==> config.mk <==
export PLATFORM = sky130hd
export DESIGN_NAME = l1d_mshr_alloc
export DESIGN_NICKNAME = d
export VERILOG_FILES = /design/src/rtl/l1d_mshr_pkg.sv /design/src/rtl/l1d_mshr_alloc_one_counter.sv /design/src/rtl/l1d_mshr_alloc.sv
export SDC_FILE = /design/constraint.sdc
export NUM_CORES = 1
export LEC_CHECK = 0
export BUFFER_PORTS_ARGS = -buffer_cell sky130_fd_sc_hd__buf_2
export CAP_MARGIN = 15
export CORE_UTILIZATION = 57
export DETAILED_ROUTE_END_ITERATION = 10
export PLACE_DENSITY = 0.81
export SLEW_MARGIN = 20
export SYNTH_ARGS = -nofsm -noshare
export SYNTH_HDL_FRONTEND = slang
export SYNTH_SLANG_ARGS = --single-unit
==> constraint.sdc <==
create_clock -name clk -period 3.25 [get_ports clk]
set_input_delay 0.1625 -clock clk [delete_from_list [all_inputs] [get_ports clk]]
set_output_delay 0.1625 -clock clk [all_outputs]
set_load 0.02 [all_outputs]
==> src/rtl/l1d_mshr_pkg.sv <==
// Shared constants and width helpers for the L1D MSHR allocation slice.
package l1d_mshr_pkg;

  localparam int unsigned N_ENTRY_DEF = 8;
  localparam int unsigned N_REQ       = 2;
  localparam int unsigned REQ_LD      = 0;
  localparam int unsigned REQ_ST      = 1;

  function automatic int unsigned calc_id_w(input int unsigned n);
    return (n > 1) ? $clog2(n) : 1;
  endfunction

  function automatic int unsigned calc_cnt_w(input int unsigned n);
    return $clog2(n) + 1;
  endfunction

endpackage

==> src/rtl/l1d_mshr_alloc_one_counter.sv <==
// Population count of a bit vector; used for the MSHR free-entry count.
module one_counter #(
  parameter int unsigned DATA_WIDTH = 8,
  parameter int unsigned CNT_W      = $clog2(DATA_WIDTH) + 1
) (
  input  logic [DATA_WIDTH-1:0] data_i,
  output logic [CNT_W-1:0]      count_o
);

  always_comb begin
    count_o = '0;
    for (int unsigned i = 0; i < DATA_WIDTH; i++) begin
      count_o = count_o + CNT_W'(data_i[i]);
    end
  end

endmodule

==> src/rtl/l1d_mshr_alloc.sv <==
// MSHR pool allocator: busy bitmap, dual-requester grant with round-robin
// tie-break when one entry is left, entry release and sticky release error.
module l1d_mshr_alloc
  import l1d_mshr_pkg::*;
#(
  parameter  int unsigned N_ENTRY = N_ENTRY_DEF,
  localparam int unsigned ID_W    = calc_id_w(N_ENTRY),
  localparam int unsigned CNT_W   = calc_cnt_w(N_ENTRY)
) (
  input  logic                 clk,
  input  logic                 rstn,
  input  logic [1:0]           alloc_vld_i,
  output logic [1:0]           alloc_rdy_o,
  output logic [2*ID_W-1:0]    alloc_id_o,
  input  logic                 rel_vld_i,
  input  logic [ID_W-1:0]      rel_id_i,
  output logic [CNT_W-1:0]     free_cnt_o,
  output logic                 full_o,
  output logic                 empty_o,
  output logic                 rel_err_o
);

  logic [N_ENTRY-1:0] busy;
  logic [N_ENTRY-1:0] busy_nxt;
  logic [N_ENTRY-1:0] free_vec;
  logic [N_ENTRY-1:0] grant_oh;
  logic [N_ENTRY-1:0] rel_oh;
  logic               rr_ptr;
  logic               rr_nxt;
  logic               rel_err;
  logic               rel_hit;
  logic               both_vld;
  logic [ID_W-1:0]    f0;
  logic [ID_W-1:0]    f1;
  logic               f0_ok;
  logic               f1_ok;
  logic [ID_W-1:0]    id_ld;
  logic [ID_W-1:0]    id_st;
  logic [1:0]         grant;

  assign free_vec = ~busy;

  one_counter #(
    .DATA_WIDTH (N_ENTRY),
    .CNT_W      (CNT_W)
  ) u_free_cnt (
    .data_i  (free_vec),
    .count_o (free_cnt_o)
  );

  assign full_o    = (free_cnt_o == '0);
  assign empty_o   = (free_cnt_o == CNT_W'(N_ENTRY));
  assign rel_err_o = rel_err;

  // Lowest and second-lowest free entries in a single ascending scan.
  always_comb begin
    f0    = '0;
    f1    = '0;
    f0_ok = 1'b0;
    f1_ok = 1'b0;
    for (int unsigned i = 0; i < N_ENTRY; i++) begin
      if (free_vec[i]) begin
        if (!f0_ok) begin
          f0    = ID_W'(i);
          f0_ok = 1'b1;
        end else if (!f1_ok) begin
          f1    = ID_W'(i);
          f1_ok = 1'b1;
        end
      end
    end
  end

  assign both_vld = &alloc_vld_i;

  // Ready is offered to an idle requester too; its id is the candidate it would get.
  always_comb begin
    alloc_rdy_o = '0;
    id_ld       = f0;
    id_st       = f0;
    if (f1_ok) begin
      alloc_rdy_o = '1;
      if (both_vld) begin
        id_st = f1;
      end
    end else if (f0_ok) begin
      if (both_vld) begin
        alloc_rdy_o[rr_ptr] = 1'b1;
      end else begin
        alloc_rdy_o = '1;
      end
    end
  end

  assign alloc_id_o = {id_st, id_ld};
  assign grant      = alloc_rdy_o & alloc_vld_i;

  always_comb begin
    grant_oh = '0;
    rel_oh   = '0;
    for (int unsigned i = 0; i < N_ENTRY; i++) begin
      grant_oh[i] = (grant[REQ_LD] && (id_ld == ID_W'(i))) ||
                    (grant[REQ_ST] && (id_st == ID_W'(i)));
      rel_oh[i]   = rel_vld_i && (rel_id_i == ID_W'(i));
    end
  end

  // An out-of-range id matches no entry, so it lands in the error path.
  assign rel_hit  = |(rel_oh & busy);
  assign busy_nxt = (busy | grant_oh) & ~(rel_oh & busy);
  assign rr_nxt   = (both_vld && (^grant)) ? ~rr_ptr : rr_ptr;

  always_ff @(posedge clk or negedge rstn) begin
    if (!rstn) begin
      busy    <= '0;
      rr_ptr  <= 1'b0;
      rel_err <= 1'b0;
    end else begin
      busy   <= busy_nxt;
      rr_ptr <= rr_nxt;
      if (rel_vld_i && !rel_hit) begin
        rel_err <= 1'b1;
      end
    end
  end

endmodule

==> results of run 1 <==
==> worst max-delay path, cell delays in order, from the launching register on <==
cell      delay, ns
dfrtp_1        0.40
inv_2          0.10
ha_4           0.22
fa_1           0.45
fa_1           0.52
fa_2           0.22
inv_2          0.04
fa_2           0.56
nand2b_4       0.06
nor3b_2        0.15
buf_4          0.16
==> metal layers <==
metal | global-route usage [%] | part of all wire (%) | vias up
li1 | - | - | 714
met1 | 39.3 | 42 | 726
met2 | 55.8 | 50 | 62
met3 | 2.34 | 3.9 | 20
met4 | 19.8 | 4.8 | 0
met5 | 0 | 0 | -
==> worst paths after layout <==
check / endpoint / slack [ns] / cells after the start
setup / recovery: empty_o / -0.06 / 10
hold / removal: rel_err_o / 0.20 / 3
setup reg to reg: busy[0] / 0.32 / 10
hold reg to reg: rel_err_o / 0.47 / 2
max in group asynchronous: busy[4] / 2.79 / 2
min in group asynchronous: busy[6] / 0.27 / 2
==> metrics by stage <==
| stage | instances | worst slack (ns) | TNS, ns | hold slack [ns] |
|---|---|---|---|---|
| 2_1_floorplan | 181 | 0.0278 | 0 | -0.133 |
| 3_3_place_gp | 228 | 0.257 | 0 | 0.0291 |
| 3_5_place_dp | 228 | 0.134 | 0 | 0.0335 |
| 4_1_cts | 235 | -0.0259 | -0.0259 | 0.205 |
| 5_1_grt | 236 | -0.136 | -0.258 | 0.213 |
| 6_report | 236 | -0.0578 | -0.107 | 0.195 |
==> state kept, by name (all words and copies together), names as in the netlist <==
signal	count
rel_err_o	1
busy	8
rr_ptr	1
==> kinds of logic (layout without fill, tap and decap cells) <==
| family | count (synthesis) | after routing | synth area share (%) |
|---|---|---|---|
| xor gates and xnor gates | 3 | 3 | 1.88 |
| AOI/OAI and AO/OA | 55 | 55 | 27.3 |
| buffers and inverters | 25 | 52 | 7.69 |
| and+or+nand+nor | 73 | 73 | 30.2 |
| adders and majority gates | 14 | 14 | 14.3 |
| muxes | 1 | 1 | 0.716 |
| DFF | 10 | 10 | 17.9 |
==> what timing repair did <==
item,4_1_cts,5_1_grt
hold endpoints to repair,10,0
pin swaps,0,1
setup endpoints to repair,4,6
buffers inserted,2,1
hold buffers,1,0
gates resized for setup,9,3
==> Yosys cell counts (2+ instances only) <==
library cell / instances / area share [%]
a21o_1: 5 / 2.7
a21oi_1: 15 / 5.4
and2_1: 3 / 1.3
and3_1: 6 / 2.7
and3b_1: 2 / 1.3
buf_2: 2 / 0.72
clkbuf_1: 5 / 1.3
dfrtp_1: 10 / 18
fa_1: 4 / 5.7
ha_1: 8 / 7.2
inv_1: 13 / 3.5
inv_2: 3 / 0.80
maj3_1: 2 / 1.4
nand2_1: 8 / 2.1
nand2b_1: 2 / 0.89
nand3_1: 12 / 4.3
nand4_1: 5 / 2.2
nor2_1: 10 / 2.7
nor2b_1: 6 / 2.7
nor3_1: 4 / 1.4
nor3b_1: 3 / 1.6
o211ai_1: 3 / 1.6
o21a_1: 3 / 1.6
o21ai_0: 10 / 3.6
o21bai_1: 2 / 1.1
o22ai_1: 2 / 0.89
xnor2_1: 3 / 1.9
==> cell type report <==
class,instances,area share [%]
Multi-Input combinational cell,146,65.3
Sequential cell,10,15.0
Timing Repair Buffer,32,11.7
Inverter,16,3.61
Clock buffer,4,2.18
Tap cell,28,2.11
==> impl_metrics.env, run 1 <==
export IMPL_min_from="rel_vld_i"
export IMPL_worst_pin_slew_ns=0.594
export IMPL_seqCellArea_um2=250
export IMPL_synthesis_nets=201
export IMPL_synth_seq_cells=10
export IMPL_maxCapViolCount=0
export IMPL_finalInstanceArea_um2=1660
export IMPL_postSynthAreaPerCell_um2=7.73
export IMPL_vias=1522
export IMPL_violations="negative setup slack"
export IMPL_path_clk_slew_ns=0.07
export IMPL_layout_commonest_cell="buf_2"
export IMPL_multiInputGateArea_um2=1090
export IMPL_cts_sinks=10
export IMPL_finish_utilization_pct=73.8
export IMPL_fmax_mhz=302
export IMPL_wl_per_cell_um=17.5
export IMPL_nets=229
export IMPL_finalSetupViolations=2
export IMPL_viasPerCell=6.45
export IMPL_yosysUniqueCellTypes=57
export IMPL_critPathArrivalTime_ns=3.15
export IMPL_io_buffers=22
export IMPL_die_width_um=51.5
export IMPL_critPathKind="flop to output pin"
export IMPL_fin_crit_sh_pct=102
export IMPL_yosysSeqAreaShare_pct=17.9
export IMPL_dieHeight_um=51.5
export IMPL_period_minus_slack_ns=3.31
export IMPL_core_area_um2=2250
export IMPL_fillerInstances=180
export IMPL_netlist_instances=181
export IMPL_final_max_slew_viol_count=0
export IMPL_async_reset_ff_share_pct=100
export IMPL_final_cell_mix="19 x buf_2, 15 x a21oi_1, 12 x nand3_1, 12 x buf_4"
export IMPL_hold_class="input port to flop"
export IMPL_crit_path_start_kind="flop"
export IMPL_end_kind="output pin"
export IMPL_placed_cell_area_um2=1550
export IMPL_synth_edf_count=0
export IMPL_worst_slack_ns=-0.0578
export IMPL_overflow=0
export IMPL_rr_startpoint="busy[0]"
export IMPL_htreeDepth=1
export IMPL_drive_gt1_share_pct=26.9
export IMPL_yosys_warnings=0
export IMPL_dr_first_iter_drc_count=64
export IMPL_cts_buffer_depth=2
export IMPL_wirelength_mm=4.12
export IMPL_die_area_um2=2660
export IMPL_finalClockSkew_ns=0.00485
export IMPL_dr_pass1_iters=4
export IMPL_rows=17
export IMPL_tritoncts="done"
export IMPL_drc=0
export IMPL_antennaDiodeCount=0
export IMPL_relSlewSlack_pct=60.4
export IMPL_cp_max_fo=2
export IMPL_status="complete, but fails checks"
export IMPL_hold_viol=0
export IMPL_synth_main_ff_cell="dfrtp_1"
export IMPL_antenna_found_initial=0
export IMPL_postRouteAntennaNets=0
export IMPL_critPathLaunch="busy[0]"
export IMPL_cts_root_buf="clkbuf_4"
export IMPL_ios=23
export IMPL_hpwl_mm=2.94
export IMPL_track_usage_pct=32.5
export IMPL_initial_core_util_pct=62.0
export IMPL_synth_area_um2=1400
export IMPL_grt_pass1_vias=1435
export IMPL_numCtsBuffers=3
export IMPL_place_congestion=0.921
export IMPL_clock_latency_ns=0.27
export IMPL_rsz0062_at_grt="true"
export IMPL_grt_max_degree=17
export IMPL_grt_pass1_wl_mm=6.36
export IMPL_critPathRequiredTime_ns=3.09
export IMPL_areaGrowthSynthToFinish_pct=18.9
Power of run 1 is not shown: default switching activity piles up to over one toggle a cycle in this logic, so the estimate is an artifact.
==> run 2, diff against run 1 <==
--- a/config.mk
+++ b/config.mk
@@ -10,6 +10,7 @@
 export CORE_UTILIZATION = 57
 export DETAILED_ROUTE_END_ITERATION = 10
 export PLACE_DENSITY = 0.81
+export RECOVER_POWER = 25
 export SLEW_MARGIN = 20
 export SYNTH_ARGS = -nofsm -noshare
 export SYNTH_HDL_FRONTEND = slang
==> impl_metrics.env, run 2 (synthesized netlist as in run 1, its figures left out) <==
export IMPL_status="complete, but fails checks"
export IMPL_violations="negative setup slack"
export IMPL_maxCapViolCount=0
export IMPL_clock_latency_ns=0.27
export IMPL_path_clk_slew_ns=0.07
export IMPL_finalClockSkew_ns=0.00485
export IMPL_numCtsBuffers=3
export IMPL_grt_pass1_vias=1435
export IMPL_relSlewSlack_pct=60.4
export IMPL_critPathArrivalTime_ns=3.15
export IMPL_cts_buffer_depth=2
export IMPL_layout_commonest_cell="buf_2"
export IMPL_htreeDepth=1
export IMPL_critPathKind="flop to output pin"
export IMPL_die_width_um=51.5
export IMPL_cts_sinks=10
export IMPL_nets=229
export IMPL_areaGrowthSynthToFinish_pct=18.8
export IMPL_place_congestion=0.921
export IMPL_cp_max_fo=2
export IMPL_antenna_found_initial=0
export IMPL_tritoncts="done"
export IMPL_regMostFlops="busy"
export IMPL_dieHeight_um=51.5
export IMPL_dr_first_iter_drc_count=64
export IMPL_wirelength_mm=4.12
export IMPL_fmax_mhz=302
export IMPL_vias=1522
export IMPL_multiInputGateArea_um2=1090
export IMPL_drc=0
export IMPL_track_usage_pct=32.5
export IMPL_setup_tns_final_ns=-0.107
export IMPL_path_buf_inv=3
export IMPL_dr_pass1_iters=4
export IMPL_cpPeakStageDelay_ns=0.56
export IMPL_die_area_um2=2660
export IMPL_crit_path_start_kind="flop"
export IMPL_hold_class="input port to flop"
export IMPL_largest_register_ffs=8
export IMPL_worst_slack_ns=-0.0578
export IMPL_grt_max_degree=17
export IMPL_period_minus_slack_ns=3.31
export IMPL_drive_gt1_share_pct=26.4
export IMPL_slowest_stage="fa_2"
export IMPL_seqCellArea_um2=250
export IMPL_grt_pass1_wl_mm=6.36
export IMPL_end_kind="output pin"
export IMPL_io_buffers=22
export IMPL_postRouteAntennaNets=0
export IMPL_ios=23
export IMPL_core_area_um2=2250
export IMPL_rows=17
export IMPL_hpwl_mm=2.94
export IMPL_overflow=0
export IMPL_worstPathCellList="inv_2, ha_4, fa_1, fa_1, fa_2, inv_2, fa_2, nand2b_4, nor3b_2, buf_4"
export IMPL_fin_crit_sh_pct=102
export IMPL_worst_pin_slew_ns=0.594
export IMPL_fillerInstances=180
export IMPL_initial_core_util_pct=62.0
export IMPL_antennaDiodeCount=0
export IMPL_finalSetupViolations=2
export IMPL_wl_per_cell_um=17.5
export IMPL_viasPerCell=6.45
export IMPL_cts_root_buf="clkbuf_4"
export IMPL_final_cell_mix="18 x buf_2, 15 x a21oi_1, 12 x nand3_1, 12 x buf_4"
export IMPL_hold_viol=0
export IMPL_critPathTopFamily="adder cells"
export IMPL_rsz0062_at_grt="true"
export IMPL_final_max_slew_viol_count=0
export IMPL_critPathRequiredTime_ns=3.09
run 2: cell count changes in the layout (fill, tap and decap cells not counted):
| cell | before | now |
|---|---|---|
| clkbuf_1 | 0 | 1 |
| buf_2 | 19 | 18 |
run 2: cell type report:
| class | instances | area share [%] |
|---|---|---|
| clock buffers | 4 | 2.18 |
| flip-flops and latches | 10 | 15.1 |
| inverters | 16 | 3.61 |
| repair buffers | 32 | 11.7 |
| well taps | 28 | 2.11 |
| multi-input cells | 146 | 65.4 |
run 2: what timing repair did:
item,4_1_cts,5_1_grt
pin swaps,0,1
setup buffers,2,1
hold endpoints to repair,10,0
endpoints found under the setup margin,4,6
gates resized for setup,9,3
hold buffers,1,0
run 2: worst paths after layout:
path	start	cells after the start	to	slack (ns)
worst min register to register	rel_err_o	2	rel_err_o	0.47
worst max register to register	busy[0]	10	busy[0]	0.32
worst min-delay path	rel_vld_i	3	rel_err_o	0.20
worst max-delay path	busy[0]	10	empty_o	-0.06
min in group asynchronous	rstn	2	busy[6]	0.38
max in group asynchronous	rstn	2	busy[4]	2.51
run 2: per-stage QoR:
stage / hold slack, ns / setup WS [ns] / cell area, um2 / utilization (%) / instances
3_5_place_dp: 0.0335 / 0.134 / 1550 / 68.8 / 228
2_1_floorplan: -0.133 / 0.0278 / 1410 / - / 181
3_3_place_gp: 0.0291 / 0.257 / 1550 / 68.8 / 228
6_report: 0.195 / -0.0578 / 1660 / 73.7 / 236
4_1_cts: 0.205 / -0.0259 / 1650 / 73.1 / 235
5_1_grt: 0.213 / -0.136 / 1660 / 73.7 / 236
run 2: tightest hold or removal path, delay by kind of cell:
family / cells / cell delay (ns)
buf+inv: 1 / 0.11
compound gates: 2 / 0.16
run 2: routing by layer:
metal / global-route usage, % / share of wire (%) / vias up
met5: 0 / 0 / -
met4: 19.8 / 4.8 / 0
met3: 2.34 / 3.9 / 20
met2: 55.8 / 50 / 62
met1: 39.3 / 42 / 726
li1: - / - / 714
Power of run 2 is left out for the same reason.
==> run 3, diff against run 2 <==
--- a/config.mk
+++ b/config.mk
@@ -7,10 +7,12 @@
 export LEC_CHECK = 0
 export BUFFER_PORTS_ARGS = -buffer_cell sky130_fd_sc_hd__buf_2
 export CAP_MARGIN = 15
-export CORE_UTILIZATION = 57
+export CORE_UTILIZATION = 59
+export CTS_BUF_LIST = sky130_fd_sc_hd__clkbuf_8
 export DETAILED_ROUTE_END_ITERATION = 10
-export PLACE_DENSITY = 0.81
+export PLACE_DENSITY = 0.83
 export RECOVER_POWER = 25
+export SETUP_SLACK_MARGIN = 0.02
 export SLEW_MARGIN = 20
 export SYNTH_ARGS = -nofsm -noshare
 export SYNTH_HDL_FRONTEND = slang
==> impl_metrics.env, run 3 (synthesized netlist as in run 1, its figures left out) <==
export IMPL_drive_gt1_share_pct=25.8
export IMPL_cp_max_fo=2
export IMPL_largest_register_ffs=8
export IMPL_htreeDepth=1
export IMPL_finalSetupViolations=0
export IMPL_cpPeakStageDelay_ns=0.49
export IMPL_period_minus_slack_ns=3.22
export IMPL_wirelength_mm=3.98
export IMPL_grt_max_degree=17
export IMPL_regMostFlops="busy"
export IMPL_status="complete, no violations"
export IMPL_rr_endpoint="busy[2]"
export IMPL_path_clk_slew_ns=0.04
export IMPL_antenna_found_initial=0
export IMPL_hold_path_endpoint="rr_ptr"
export IMPL_die_width_um=50.7
export IMPL_finish_utilization_pct=74.9
export IMPL_hold_viol=0
export IMPL_stdcell_count=237
export IMPL_cts_sinks=10
export IMPL_dp_slack_ns=0.123
export IMPL_layout_commonest_cell="buf_2"
export IMPL_final_max_slew_viol_count=0
export IMPL_dieHeight_um=50.7
export IMPL_min_from="alloc_vld_i[1]"
export IMPL_rr_startpoint="busy[1]"
export IMPL_die_area_um2=2570
export IMPL_place_inst=229
export IMPL_hpwl_mm=2.99
export IMPL_place_congestion=0.913
export IMPL_ios=23
export IMPL_worst_slack_ns=0.0287
export IMPL_worst_pin_slew_ns=0.544
export IMPL_rrSetupSlack_ns=0.25
export IMPL_setup_tns_final_ns=0
export IMPL_crit_path_start_kind="flop"
export IMPL_hold_depth=3
export IMPL_slowest_stage="fa_1"
export IMPL_viasPerCell=6.43
export IMPL_postRouteAntennaNets=0
export IMPL_fin_crit_sh_pct=99.1
export IMPL_finalClockSkew_ns=0.000699
export IMPL_critPathRequiredTime_ns=3.09
export IMPL_final_cell_mix="18 x buf_2, 15 x a21oi_1, 13 x buf_4, 12 x nand3_1"
export IMPL_fmax_mhz=310
export IMPL_overflow=0
export IMPL_grt_pass1_vias=1442
export IMPL_rr_worst_depth=9
export IMPL_vias=1523
export IMPL_rsz0062_at_grt="true"
export IMPL_critPathArrivalTime_ns=3.06
export IMPL_hold_class="input port to flop"
export IMPL_fillerInstances=175
export IMPL_grt_pass1_wl_mm=6.51
export IMPL_tritoncts="done"
export IMPL_dr_first_iter_drc_count=70
export IMPL_initial_core_util_pct=62.6
export IMPL_cts_buffer_depth=2
export IMPL_drc=0
export IMPL_worstPathCellList="inv_2, ha_4, fa_1, fa_1, fa_2, inv_2, fa_1, nand2b_1, nor3b_2, buf_4"
export IMPL_end_kind="output pin"
export IMPL_antennaDiodeCount=0
export IMPL_critPathKind="flop to output pin"
export IMPL_dr_pass1_iters=4
export IMPL_wl_per_cell_um=16.8
export IMPL_cts_root_buf="clkbuf_8"
export IMPL_nets=231
export IMPL_relSlewSlack_pct=63.7
export IMPL_areaGrowthSynthToFinish_pct=19.6
export IMPL_numCtsBuffers=3
export IMPL_maxCapViolCount=0
export IMPL_crit_top_cell="fa_1"
export IMPL_track_usage_pct=33.9
export IMPL_core_area_um2=2230
export IMPL_rows=17
export IMPL_io_buffers=22
export IMPL_clock_latency_ns=0.24
run 3: cell types whose count changed in the layout (fill, tap and decap cells not counted), sizes merged:
cell	delta
clkbuf	-1
buf	+2
run 3: routing by layer:
| layer | track usage [%] | up-vias | part of all wire [%] | wire length [um] |
|---|---|---|---|---|
| met1 | 41.9 | 687 | 40 | 1600 |
| met4 | 17.1 | 0 | 2.8 | 113 |
| li1 | - | 725 | - | - |
| met5 | 0 | - | 0 | 0 |
| met3 | 2.12 | 11 | 7.1 | 283 |
| met2 | 58.9 | 100 | 50 | 1980 |
run 3: cell type report:
type | instances | area, um2 | share of cell area, %
inverters | 16 | 60.1 | 3.59
clock buffers | 3 | 41.3 | 2.47
flip-flops and latches | 10 | 250 | 15.0
well taps | 28 | 35.0 | 2.09
multi-input cells | 146 | 1070 | 64.2
repair buffers | 34 | 213 | 12.7
run 3: how the worst max path moves through the flow:
| stage | startpoint | end | slack [ns] | cells after the start |
|---|---|---|---|---|
| floorplan | busy[0] | empty_o | 0.03 | 9 |
| global placement | busy[1] | empty_o | 0.26 | 10 |
| detailed placement | busy[1] | empty_o | 0.12 | 10 |
| CTS | busy[0] | empty_o | 0.02 | 10 |
| global route | busy[0] | empty_o | -0.07 | 10 |
| finish | busy[0] | empty_o | 0.03 | 10 |
run 3: what timing repair did:
item	in CTS	in global routing
buffers inserted	1	3
gates resized for setup	6	5
endpoints found under the setup margin	3	3
endpoints found under the hold margin	10	0
pin swaps	0	1
hold buffers	1	0
run 3: critical path, delay by kind of cell, from the launching register on:
family / cells / cell delay, ns
AND/OR/NAND/NOR: 2 / 0.20
buffers and inverters: 3 / 0.31
flip-flops: 1 / 0.38
adder cells (fa/ha/maj): 5 / 1.93
run 3: per-stage QoR:
step / area (um2) / hold WS [ns]
floorplan: 1410 / -0.133
global placement: 1560 / 0.0287
detailed placement: 1560 / 0.0328
CTS: 1640 / 0.251
global route: 1670 / 0.301
finish: 1670 / 0.253
Power of run 3 is left out for the same reason.
